==> config.mk <==
export PLATFORM = sky130hd
export DESIGN_NAME = store_narrow_flat
export DESIGN_NICKNAME = d
export VERILOG_FILES = /design/src/rtl/store_narrow_pkg.sv /design/src/rtl/store_narrow_if.sv /design/src/rtl/store_narrow_merge.sv /design/src/rtl/store_narrow.sv /design/src/flat_wrapper.sv
export SDC_FILE = /design/constraint.sdc
export NUM_CORES = 1
export LEC_CHECK = 0
export BUFFER_PORTS_ARGS = -buffer_cell sky130_fd_sc_hd__buf_2
export CAP_MARGIN = 20
export CORE_MARGIN = 1.5
export CORE_UTILIZATION = 45
export CTS_CLUSTER_DIAMETER = 100
export CTS_CLUSTER_SIZE = 8
export DETAILED_ROUTE_END_ITERATION = 6
export GPL_TIMING_DRIVEN = 0
export MAX_ROUTING_LAYER = met4
export PLACE_DENSITY = 0.78
export SETUP_SLACK_MARGIN = 0.4
export SYNTH_ARGS = -nofsm -noshare
export SYNTH_HDL_FRONTEND = slang
export SYNTH_SLANG_ARGS = --single-unit
==> constraint.sdc <==
create_clock -name clk -period 2.84 [get_ports clk]
set_clock_uncertainty 0.2 [all_clocks]
set_input_delay 0 -clock clk [delete_from_list [all_inputs] [get_ports clk]]
set_output_delay 0 -clock clk [all_outputs]
set_load 0.02 [all_outputs]
==> src/rtl/store_narrow_pkg.sv <==
// Shared encodings and lane helpers for the store-narrowing unit.
package store_pkg;

  typedef enum logic [1:0] {
    SZ_BYTE = 2'b00,
    SZ_HALF = 2'b01,
    SZ_WORD = 2'b10,
    SZ_ILL  = 2'b11
  } size_e;

  typedef enum logic [2:0] {
    IDLE,
    RD,
    WAIT,
    WR,
    ERR
  } state_e;

  // Byte lanes touched by a store of the given size at the given lane offset.
  function automatic logic [3:0] lane_mask(input logic [1:0] size, input logic [1:0] lane);
    case (size)
      SZ_BYTE: lane_mask = 4'b0001 << lane;
      SZ_HALF: lane_mask = lane[1] ? 4'b1100 : 4'b0011;
      SZ_WORD: lane_mask = 4'b1111;
      default: lane_mask = 4'b0000;
    endcase
  endfunction

  function automatic logic is_legal(input logic [1:0] size, input logic [1:0] lane);
    case (size)
      SZ_BYTE: is_legal = 1'b1;
      SZ_HALF: is_legal = ~lane[0];
      SZ_WORD: is_legal = (lane == 2'b00);
      default: is_legal = 1'b0;
    endcase
  endfunction

  // Narrowed value copied into every lane it could land in.
  function automatic logic [31:0] replicate(input logic [31:0] data, input logic [1:0] size);
    case (size)
      SZ_BYTE: replicate = {4{data[7:0]}};
      SZ_HALF: replicate = {2{data[15:0]}};
      default: replicate = data;
    endcase
  endfunction

endpackage

==> src/rtl/store_narrow_if.sv <==
// CPU-store request and data-memory port bundle for store_narrow.
// mem_be exists only when STORE_BE_EN is defined.
interface store_narrow_if #(
  parameter int ADDR_W = 32
);
  logic              req_valid;
  logic              req_ready;
  logic [ADDR_W-1:0] req_addr;
  logic [31:0]       req_data;
  logic [1:0]        req_size;
  logic [ADDR_W-1:0] mem_addr;
  logic              mem_rd_en;
  logic [31:0]       mem_rdata;
  logic              mem_rvalid;
  logic              mem_wr_en;
  logic [31:0]       mem_wdata;
`ifdef STORE_BE_EN
  logic [3:0]        mem_be;
`endif
  logic              done;
  logic              misalign_err;

  modport master (
    output req_valid, req_addr, req_data, req_size, mem_rdata, mem_rvalid,
    input  `ifdef STORE_BE_EN mem_be, `endif
           req_ready, mem_addr, mem_rd_en, mem_wr_en, mem_wdata, done, misalign_err
  );

  modport slave (
    input  req_valid, req_addr, req_data, req_size, mem_rdata, mem_rvalid,
    output `ifdef STORE_BE_EN mem_be, `endif
           req_ready, mem_addr, mem_rd_en, mem_wr_en, mem_wdata, done, misalign_err
  );
endinterface

==> src/rtl/store_narrow_merge.sv <==
// Lane merge: inserts the narrowed store value into an old word and reports
// which byte lanes it occupies.
module store_merge
  import store_pkg::*;
(
  input  logic [31:0] i_old,
  input  logic [31:0] i_new,
  input  logic [1:0]  i_size,
  input  logic [1:0]  i_lane,
  output logic [31:0] o_word,
  output logic [3:0]  o_mask
);
  logic [31:0] w_rep;

  always_comb begin
    // NOTE: every output gets a full default before the loop so no latch is inferred.
    w_rep  = replicate(i_new, i_size);
    o_mask = lane_mask(i_size, i_lane);
    o_word = i_old;
    for (int i = 0; i < 4; i++) begin
      if (o_mask[i]) o_word[8*i +: 8] = w_rep[8*i +: 8];
    end
  end

endmodule

==> src/rtl/store_narrow.sv <==
// Store-path narrowing unit: sub-word stores by read-modify-write, or by byte
// enables when STORE_BE_EN is defined.
module store_narrow
  import store_pkg::*;
#(
  parameter int ADDR_W = 32
) (
  input logic           clk,
  input logic           rstn,
  store_narrow_if.slave bus
);
  state_e            r_state;
  logic              r_rd_en, r_wr_en, r_done, r_err;
  logic [ADDR_W-1:0] r_addr;
  logic [31:0]       r_wdata;

  logic              w_idle, w_legal;
  logic [31:0]       w_m_old, w_m_new, w_word;
  logic [1:0]        w_m_size, w_m_lane;
  logic [3:0]        w_mask;

  assign w_idle  = (r_state == IDLE);
  assign w_legal = is_legal(bus.req_size, bus.req_addr[1:0]);

`ifdef STORE_BE_EN
  logic [3:0] r_be;
  // Old word = replicated value, so the merge yields the fully replicated word.
  assign w_m_old  = replicate(bus.req_data, bus.req_size);
  assign w_m_new  = bus.req_data;
  assign w_m_size = bus.req_size;
  assign w_m_lane = bus.req_addr[1:0];
  assign bus.mem_be = r_be;
`else
  logic [31:0] r_data;
  logic [1:0]  r_size, r_lane;
  // Live request feeds the merge at accept; the captured copy feeds it in WAIT.
  assign w_m_old  = w_idle ? 32'h0 : bus.mem_rdata;
  assign w_m_new  = w_idle ? bus.req_data : r_data;
  assign w_m_size = w_idle ? bus.req_size : r_size;
  assign w_m_lane = w_idle ? bus.req_addr[1:0] : r_lane;
`endif

  store_merge u_merge (
    .i_old  (w_m_old),
    .i_new  (w_m_new),
    .i_size (w_m_size),
    .i_lane (w_m_lane),
    .o_word (w_word),
    .o_mask (w_mask)
  );

  assign bus.req_ready    = w_idle;
  assign bus.mem_addr     = r_addr;
  assign bus.mem_rd_en    = r_rd_en;
  assign bus.mem_wr_en    = r_wr_en;
  assign bus.mem_wdata    = r_wdata;
  assign bus.done         = r_done;
  assign bus.misalign_err = r_err;

  // NOTE: sequential state uses non-blocking assignments so every register samples pre-edge values.
  always_ff @(posedge clk or negedge rstn) begin
    if (!rstn) begin
      r_state <= IDLE;
      r_rd_en <= 1'b0;
      r_wr_en <= 1'b0;
      r_done  <= 1'b0;
      r_err   <= 1'b0;
      r_addr  <= '0;
      r_wdata <= 32'h0;
`ifdef STORE_BE_EN
      r_be    <= 4'h0;
`else
      r_data  <= 32'h0;
      r_size  <= 2'b00;
      r_lane  <= 2'b00;
`endif
    end else begin
      r_rd_en <= 1'b0;
      r_wr_en <= 1'b0;
      r_done  <= 1'b0;
      r_err   <= 1'b0;
      case (r_state)
        IDLE: begin
          if (bus.req_valid) begin
            r_addr <= {bus.req_addr[ADDR_W-1:2], 2'b00};
            if (!w_legal) begin
              r_state <= ERR;
              r_done  <= 1'b1;
              r_err   <= 1'b1;
            end
`ifdef STORE_BE_EN
            else begin
              r_state <= WR;
              r_wr_en <= 1'b1;
              r_done  <= 1'b1;
              r_wdata <= w_word;
              r_be    <= w_mask;
            end
`else
            else if (w_mask == 4'hF) begin
              r_state <= WR;
              r_wr_en <= 1'b1;
              r_done  <= 1'b1;
              r_wdata <= w_word;
            end else begin
              r_state <= RD;
              r_rd_en <= 1'b1;
              r_data  <= bus.req_data;
              r_size  <= bus.req_size;
              r_lane  <= bus.req_addr[1:0];
            end
`endif
          end
        end
        RD:   r_state <= WAIT;
        WAIT: begin
          if (bus.mem_rvalid) begin
            r_wdata <= w_word;
            r_state <= WR;
            r_wr_en <= 1'b1;
            r_done  <= 1'b1;
          end
        end
        WR:      r_state <= IDLE;
        ERR:     r_state <= IDLE;
        default: r_state <= IDLE;
      endcase
    end
  end

endmodule

==> src/flat_wrapper.sv <==
// flat-port wrapper written by rule: the top's interface ports become plain ports
module store_narrow_flat import store_pkg::*;
#(
  parameter int ADDR_W = 32
)
  (clk, rstn, bus_req_valid, bus_req_addr, bus_req_data, bus_req_size, bus_mem_rdata, bus_mem_rvalid, bus_req_ready, bus_mem_addr, bus_mem_rd_en, bus_mem_wr_en, bus_mem_wdata, bus_done, bus_misalign_err);
  store_narrow_if #(.ADDR_W(ADDR_W)) bus_i ();
  input logic clk;
  input logic rstn;
  input wire logic [$bits(bus_i.req_valid)-1:0] bus_req_valid;
  input wire logic [$bits(bus_i.req_addr)-1:0] bus_req_addr;
  input wire logic [$bits(bus_i.req_data)-1:0] bus_req_data;
  input wire logic [$bits(bus_i.req_size)-1:0] bus_req_size;
  input wire logic [$bits(bus_i.mem_rdata)-1:0] bus_mem_rdata;
  input wire logic [$bits(bus_i.mem_rvalid)-1:0] bus_mem_rvalid;
  output wire logic [$bits(bus_i.req_ready)-1:0] bus_req_ready;
  output wire logic [$bits(bus_i.mem_addr)-1:0] bus_mem_addr;
  output wire logic [$bits(bus_i.mem_rd_en)-1:0] bus_mem_rd_en;
  output wire logic [$bits(bus_i.mem_wr_en)-1:0] bus_mem_wr_en;
  output wire logic [$bits(bus_i.mem_wdata)-1:0] bus_mem_wdata;
  output wire logic [$bits(bus_i.done)-1:0] bus_done;
  output wire logic [$bits(bus_i.misalign_err)-1:0] bus_misalign_err;
  assign bus_i.req_valid = bus_req_valid;
  assign bus_i.req_addr = bus_req_addr;
  assign bus_i.req_data = bus_req_data;
  assign bus_i.req_size = bus_req_size;
  assign bus_i.mem_rdata = bus_mem_rdata;
  assign bus_i.mem_rvalid = bus_mem_rvalid;
  assign bus_req_ready = bus_i.req_ready;
  assign bus_mem_addr = bus_i.mem_addr;
  assign bus_mem_rd_en = bus_i.mem_rd_en;
  assign bus_mem_wr_en = bus_i.mem_wr_en;
  assign bus_mem_wdata = bus_i.mem_wdata;
  assign bus_done = bus_i.done;
  assign bus_misalign_err = bus_i.misalign_err;
  store_narrow #(.ADDR_W(ADDR_W)) u_core (.clk(clk), .rstn(rstn), .bus(bus_i));
endmodule
=== Word-level counts from Yosys, hierarchy flattened ===
Index checks and enable logic that the tools add are counted.

* Register bits: 105
* Latch bits: 0
* Memory bits (writable): 0
* Bits in read-only memories: 0
* Output and inout bits: 69
* Word-level logic and storage cells: 70
* Memories kept: 0

* Add/subtract/negate cells: 0
* Multipliers: 0
* Div/mod/pow operators: 0
* $lt $le $gt $ge: 0
* Equality and inequality tests: 11
* Shift operators: 1
* Multiplexer cells: 37
* Bitwise logic cells: 2
* Reductions and logical operators: 9

{| class="wikitable"
|+ Operators by type and width
! cell !! number
|-
| 32-bit 2-to-1 mux || 6
|-
| 32-bit case mux with 2 select lines || 2
|-
| 8-bit 2-to-1 mux || 4
|-
| 1-bit 2-to-1 mux || 13
|-
| 4-bit case mux with 3 select lines || 1
|-
| 3-bit 2-to-1 mux || 3
|-
| 3-bit case mux with 3 select lines || 1
|-
| 2-bit inequality test (second input constant) || 4
|-
| 2-bit zero test || 3
|-
| 2-bit 2-to-1 mux || 3
|-
| 5-bit AND reduction || 1
|-
| 2-bit by 1-bit equality test with 1-bit output (second input constant) || 2
|-
| 2-bit equality test (second input constant) || 2
|-
| 4-bit equality test (second input constant) || 1
|-
| 4-bit 2-to-1 mux || 1
|-
| 1-bit case mux with 2 select lines || 2
|-
| 2-bit AND reduction || 2
|-
| 4-bit AND reduction || 1
|-
| 1-bit by 2-bit left shift with 4-bit output (first input constant) || 1
|-
| 3-bit by 1-bit equality test with 1-bit output (second input constant) || 1
|-
| 3-bit by 2-bit equality test with 1-bit output (second input constant) || 1
|-
| 3-bit zero test || 1
|-
| 1-bit case mux with 3 select lines || 1
|-
| 1-bit NOT || 2
|-
| 2-bit nonzero test || 1
|}

=== Depth between registers and ports, before layout ===
* Word-level depth: 9
* Mapped depth: 8
* Gate-level depth less buffers: 5

=== Modules after synthesis ===
A second synthesis with hierarchy kept.

* Cell total of the unflattened synthesis: 455
* Area total of the unflattened synthesis: 5,408.9 µm²

{| class="wikitable"
|+ By module, submodules not included
! module !! instances !! cells each !! area an instance (µm²) !! sequential area each (µm²)
|-
| store_narrow || 1 || 375 || 4,593.2 || 2,627.5
|-
| store_merge || 1 || 80 || 815.8 || 0.0
|}

=== Least setup slack after synthesis ===
Ideal clock, no wire load.

* Path kind: flip-flop to flip-flop
* From: register u_core.r_state[1]
* To: register u_core.r_data[11]
* Library setup time: 125 ps
* Arrival: 1,895 ps
* Data required time: 2,515 ps
* Slack: 620 ps
* Stages on the path, launching flop included: 7
* Path buffers: 3
* Period minus slack after synthesis: 2,220 ps
* Cells stage by stage: dfrtp_1 or3_1 buf_2 a2111oi_2 buf_4 buf_4 mux2_2

* Cells in the longest elaborated chain, start to end: 7

{| class="wikitable"
|+ Ends and longest elaborated chain
! what !! RTL line !! RTL
|-
| start: declaration || store_narrow.sv:12 || <nowiki>state_e r_state;</nowiki>
|-
| start signal: assignment || store_narrow.sv:63 || <nowiki>r_state <= IDLE;</nowiki>
|-
| start signal: assignment || store_narrow.sv:87 || <nowiki>r_state <= ERR;</nowiki>
|-
| start signal: assignment || store_narrow.sv:101 || <nowiki>r_state <= WR;</nowiki>
|-
| 3-bit zero test (*) || store_narrow.sv:22, store_narrow.sv:82 ||
|-
| 2-bit 2-to-1 mux, on equally long branches || store_narrow.sv:39, store_narrow.sv:40 ||
|-
| 2-bit equality test, or another cell as far along || store_narrow_pkg.sv:21 || <nowiki>case (size)</nowiki>
|-
| 4-bit case mux with 3 select lines || store_narrow_pkg.sv:21 ||
|-
| 4-bit equality test || store_narrow.sv:100 || <nowiki>else if (w_mask == 4'hF) begin</nowiki>
|-
| 1-bit NOT (no line) || n/a ||
|-
| 4-bit AND reduction (no line) (*) || n/a ||
|-
| end signal: assignment || store_narrow.sv:108 || <nowiki>r_data <= bus.req_data;</nowiki>
|-
| end: declaration || store_narrow.sv:34 || <nowiki>logic [31:0] r_data;</nowiki>
|}

Every way passes the cells marked *; elsewhere a longest branch is shown, timed or not.
A chain may end at the register's enable or synchronous reset.

=== Worst setup path in the final report ===
* From: register u_core.r_state[1]
* To: register u_core.r_wdata[24] (netlist: u_core.bus.mem_wdata[24])

* Cells in the longest elaborated chain, start to end: 9

{| class="wikitable"
|+ Ends and longest elaborated chain
! what !! RTL line !! RTL
|-
| 3-bit zero test || store_narrow.sv:22, store_narrow.sv:82 ||
|-
| 2-bit 2-to-1 mux, on equally long branches || store_narrow.sv:39, store_narrow.sv:40 ||
|-
| 2-bit equality test, or another cell as far along || store_narrow_pkg.sv:21 ||
|-
| 4-bit case mux with 3 select lines / 32-bit case mux with 2 select lines (equally long branches) || store_narrow_pkg.sv:21, store_narrow_pkg.sv:40 ||
|-
| 8-bit 2-to-1 mux || store_narrow_merge.sv:21 || <nowiki>if (o_mask[i]) o_word[8*i +: 8] = w_rep[8*i +: 8];</nowiki>
|-
| 32-bit 2-to-1 mux || store_narrow.sv:100 ||
|-
| 32-bit 2-to-1 mux || store_narrow.sv:86 || <nowiki>if (!w_legal) begin</nowiki>
|-
| 32-bit 2-to-1 mux || store_narrow.sv:84 || <nowiki>if (bus.req_valid) begin</nowiki>
|-
| 32-bit case mux with 2 select lines || store_narrow.sv:82 || <nowiki>case (r_state)</nowiki>
|-
| end signal: assignment || store_narrow.sv:104 || <nowiki>r_wdata <= w_word;</nowiki>
|-
| end signal: assignment || store_narrow.sv:118 || <nowiki>r_wdata <= w_word;</nowiki>
|-
| end: declaration || store_narrow.sv:15 || <nowiki>logic [31:0] r_wdata;</nowiki>
|}

Several ways; a longest one is shown, not always the timed one. The select of a mux whose other input is x is not followed.

==> results.yml <==
synth:
  synth-edff-count: 0
  ys_top_cells_by_area: "dfrtp_1 (45%), mux2_2 (18%), a21oi_1 (4.9%), nand2b_1 (2.1%), nor4b_1 (2.1%)"
  yosysTopAreaCell: "dfrtp_1"
  netlist_area_um2: 5848
  yosysMostFrequentCell: "dfrtp_1"
  ys_seq_elements: 105
  ys.flop_type: "dfrtp_1"
  seq_area_frac_synth_pct: 44.93
  synthCells: 537
  avgSynthCellArea_um2: 10.89
  synth_common_cells: "dfrtp_1 (105), mux2_2 (96), a21oi_1 (57), nor2_1 (31), clkbuf_1 (24)"
  synthArstFlopShare_pct: 100.0
  synthDistinctLibCells: 43
  yosys_warnings: 0
  synth_top_area_share_pct: 44.93
placed_design:
  dp_slack_ns: 0.3001
  place_congestion: 0.9538
  place_area_um2: 6938
  port-buffer-count: 167
  dp_hpwl_mm: 13.12
global_routing:
  antenna_found_initial: 0
  grt_pass1_wl_mm: 30.04
  grt_max_degree: 69
  grt_usage_pct: 29.92
  grt_pass1_vias: 5886
  overflow: 0
clock_network:
  cts_tree: "done"
  cts_buffer_depth: 2
  cts.sinks: 105
  cts_root_buf: "clkbuf_16"
  cts_buffers: 9
  clkLatencyLatePin_ns: 0.35
  cts.reportedPaths.clkPinSlew_ns: 0.07
  htreeDepth: 3
sta:
  slew_violations: 0
  layout_worst_path_cycle_share_pct: 83.11
  finalHoldViolations: 0
  finalWorstSetupSlack_ns: 0.4796
  relSlewSlack_pct: 53.81
  finalSetupTns_ns: 0
  worstMarginPinSlew_ns: 0.6915
  grt_setup_unrepaired: "yes"
  clock.fmax_mhz: 423.7
  fin_crit_ns: 2.360
  setup_viol: 0
drt:
  drc_errors: 0
  wirelength_mm: 19.23
  firstDrtPassIters: 7
  ant_nets: 0
  avgRoutedWirePerCell_um: 19.24
  drt_iter0_drc: 316
  avgViaCountPerCell: 5.644
  vias: 5638
setup_path:
  cp-end-kind: "flop"
  cp.arrival_ns: 2.40
  cp-start-kind: "flop"
  worst-path-max-fanout: 10
  r2r_setup_slack_ns: 0.48
  critPathRequiredTime_ns: 2.88
  critical_path_class: "flop to flop"
  ff2ff_path_depth: 6
  rr_startpoint: "u_core.r_state[1]"
  worst_r2r_endpoint: "u_core.bus.mem_wdata[24]"
min_path:
  min_path_type: "input port to flop"
  worstHoldStart: "bus_req_addr[26]"
  hold_depth: 3
  holdPathEnd: "u_core.bus.mem_addr[26]"
finish:
  syn2layout_area_growth_pct: 43.37
  final_util_pct: 66.17
  fin_area_um2: 8384
  layout-drive-gt1-share_pct: 38.21
  antennaDiodeCount: 0
  nNetsFinal: 924
  fillers: 975
power_and_ir_drop:
  leakagePower_nw: 3.636
  pwr-share-seq_pct: 30.6
  clockPowerShare_pct: 16.4
  finalPower_mw: 8.991
  max-vdd-ir-drop_mv: 0.8523
  power.density_nw_per_um2: 1072
  p_sw_share_pct: 41.65
  switchingPower_mw: 3.745
  comb_power_share_pct: 53.1
  p_int_mw: 5.246
floorplan:
  die_h_um: 117
  io_pins: 171
  floorplan.rows: 41
  initial_core_util_pct: 46.15
  core_area_um2: 12670
  die_w_um: 117
  dieArea_um2: 13690
run_status:
  status: "complete, no violations"
job:
  max-cap-violations: 0
## final cells by class
type	count	area [um^2]	share of cell area, %
inverter	5	18.77	0.2238
multi-input combinational	376	2978	35.52
clock buffer	10	239.0	2.850
tap	172	215.2	2.567
clock inverter	6	115.1	1.373
timing repair buffer	273	1917	22.86
buffer	52	274.0	3.268
sequential	105	2628	31.34
## stage by stage
stage	hold slack [ns]	std cells
2_1_floorplan	-0.4956	538
3_3_place_gp	0.03108	877
3_5_place_dp	-0.2040	879
4_1_cts	0.1964	999
5_1_grt	0.2160	999
6_report	0.2090	999
## cell families after synthesis
logic type,after synthesis,share of synthesized area (%)
compound gates,165,19.94
mux,106,20.20
flops,105,44.93
simple gates,103,10.16
buf+inv,57,4.707
other cells,1,0.06412
## how the worst max path moves through the flow
| stage | start | to | slack (ns) |
|---|---|---|---|
| 2_1_floorplan | u_core.r_state[1] | u_core.r_data[11] | 0.62 |
| 5_1_grt | u_core.r_size[1] | u_core.bus.mem_wdata[22] | 0.37 |
| 3_5_place_dp | u_core.r_size[0] | u_core.bus.mem_wdata[16] | 0.30 |
| 3_3_place_gp | u_core.r_state[1] | u_core.bus.mem_wdata[9] | 0.23 |
| 6_report | u_core.r_state[1] | u_core.bus.mem_wdata[24] | 0.48 |
| 4_1_cts | u_core.r_state[1] | bus_req_ready | 0.43 |
## power groups by stage
| stage | combinational (mW) | clock [mW] | sequential (mW) |
|---|---|---|---|
| floorplan | 2.64 | 0 | 3.21 |
| global placement | 4.41 | 0 | 2.69 |
| detailed placement | 4.55 | 0 | 2.74 |
| CTS | 4.69 | 1.48 | 2.72 |
| global route | 5.13 | 1.54 | 2.83 |
| finish | 4.77 | 1.47 | 2.75 |
## cell usage in the layout (no fill, tap or decap), drive strengths merged, types with 8 or more instances in the layout
cell | synthesis | final
buf | 28 | 199
dfrtp | 105 | 105
dlygate4sd3 | 0 | 101
mux2 | 96 | 96
a21oi | 57 | 57
clkbuf | 24 | 35
nor2 | 32 | 32
nand2b | 20 | 20
o211ai | 16 | 16
nor4b | 14 | 14
a211oi | 13 | 13
a211o | 10 | 10
nand2 | 10 | 10
mux2i | 10 | 10
o21a | 9 | 9
nand3 | 9 | 9
a31oi | 8 | 8
o21ai | 8 | 8
nand4b | 8 | 8
a2111o | 8 | 8
## registers in the layout, indices dropped and copies added (netlist names)
signal,count
u_core.r_state,3
u_core.bus.mem_wdata,32
u_core.bus.misalign_err,1
u_core.r_data,32
u_core.bus.mem_rd_en,1
u_core.bus.mem_addr,30
u_core.bus.done,1
u_core.bus.mem_wr_en,1
u_core.r_lane,2
u_core.r_size,2
## routing by layer
layer	share of wire, %	wire (um)	track usage [%]	vias to the layer above
met4	3.5	680	14.06	0
met1	42	8145	37.61	2747
met5	0	0	-	-
met2	48	9181	47.37	254
met3	6.3	1219	5.098	51
li1	-	-	-	2586
## repair_timing
action | 4_1_cts | 5_1_grt
setup buffers | 2 | 0
hold buffers | 102 | 0
gates resized for setup | 1 | 11
hold endpoints to repair | 206 | 0
setup endpoints to repair | 20 | 36
## worst max-delay path, stage by stage (launching register included)
cell and delay (ns):
dfrtp_1 0.43, or4b_1 0.50, buf_2 0.20, o31a_4 0.42
buf_2 0.22, a21oi_1 0.19, a21oi_1 0.09
(Power assumes the default switching activity.)
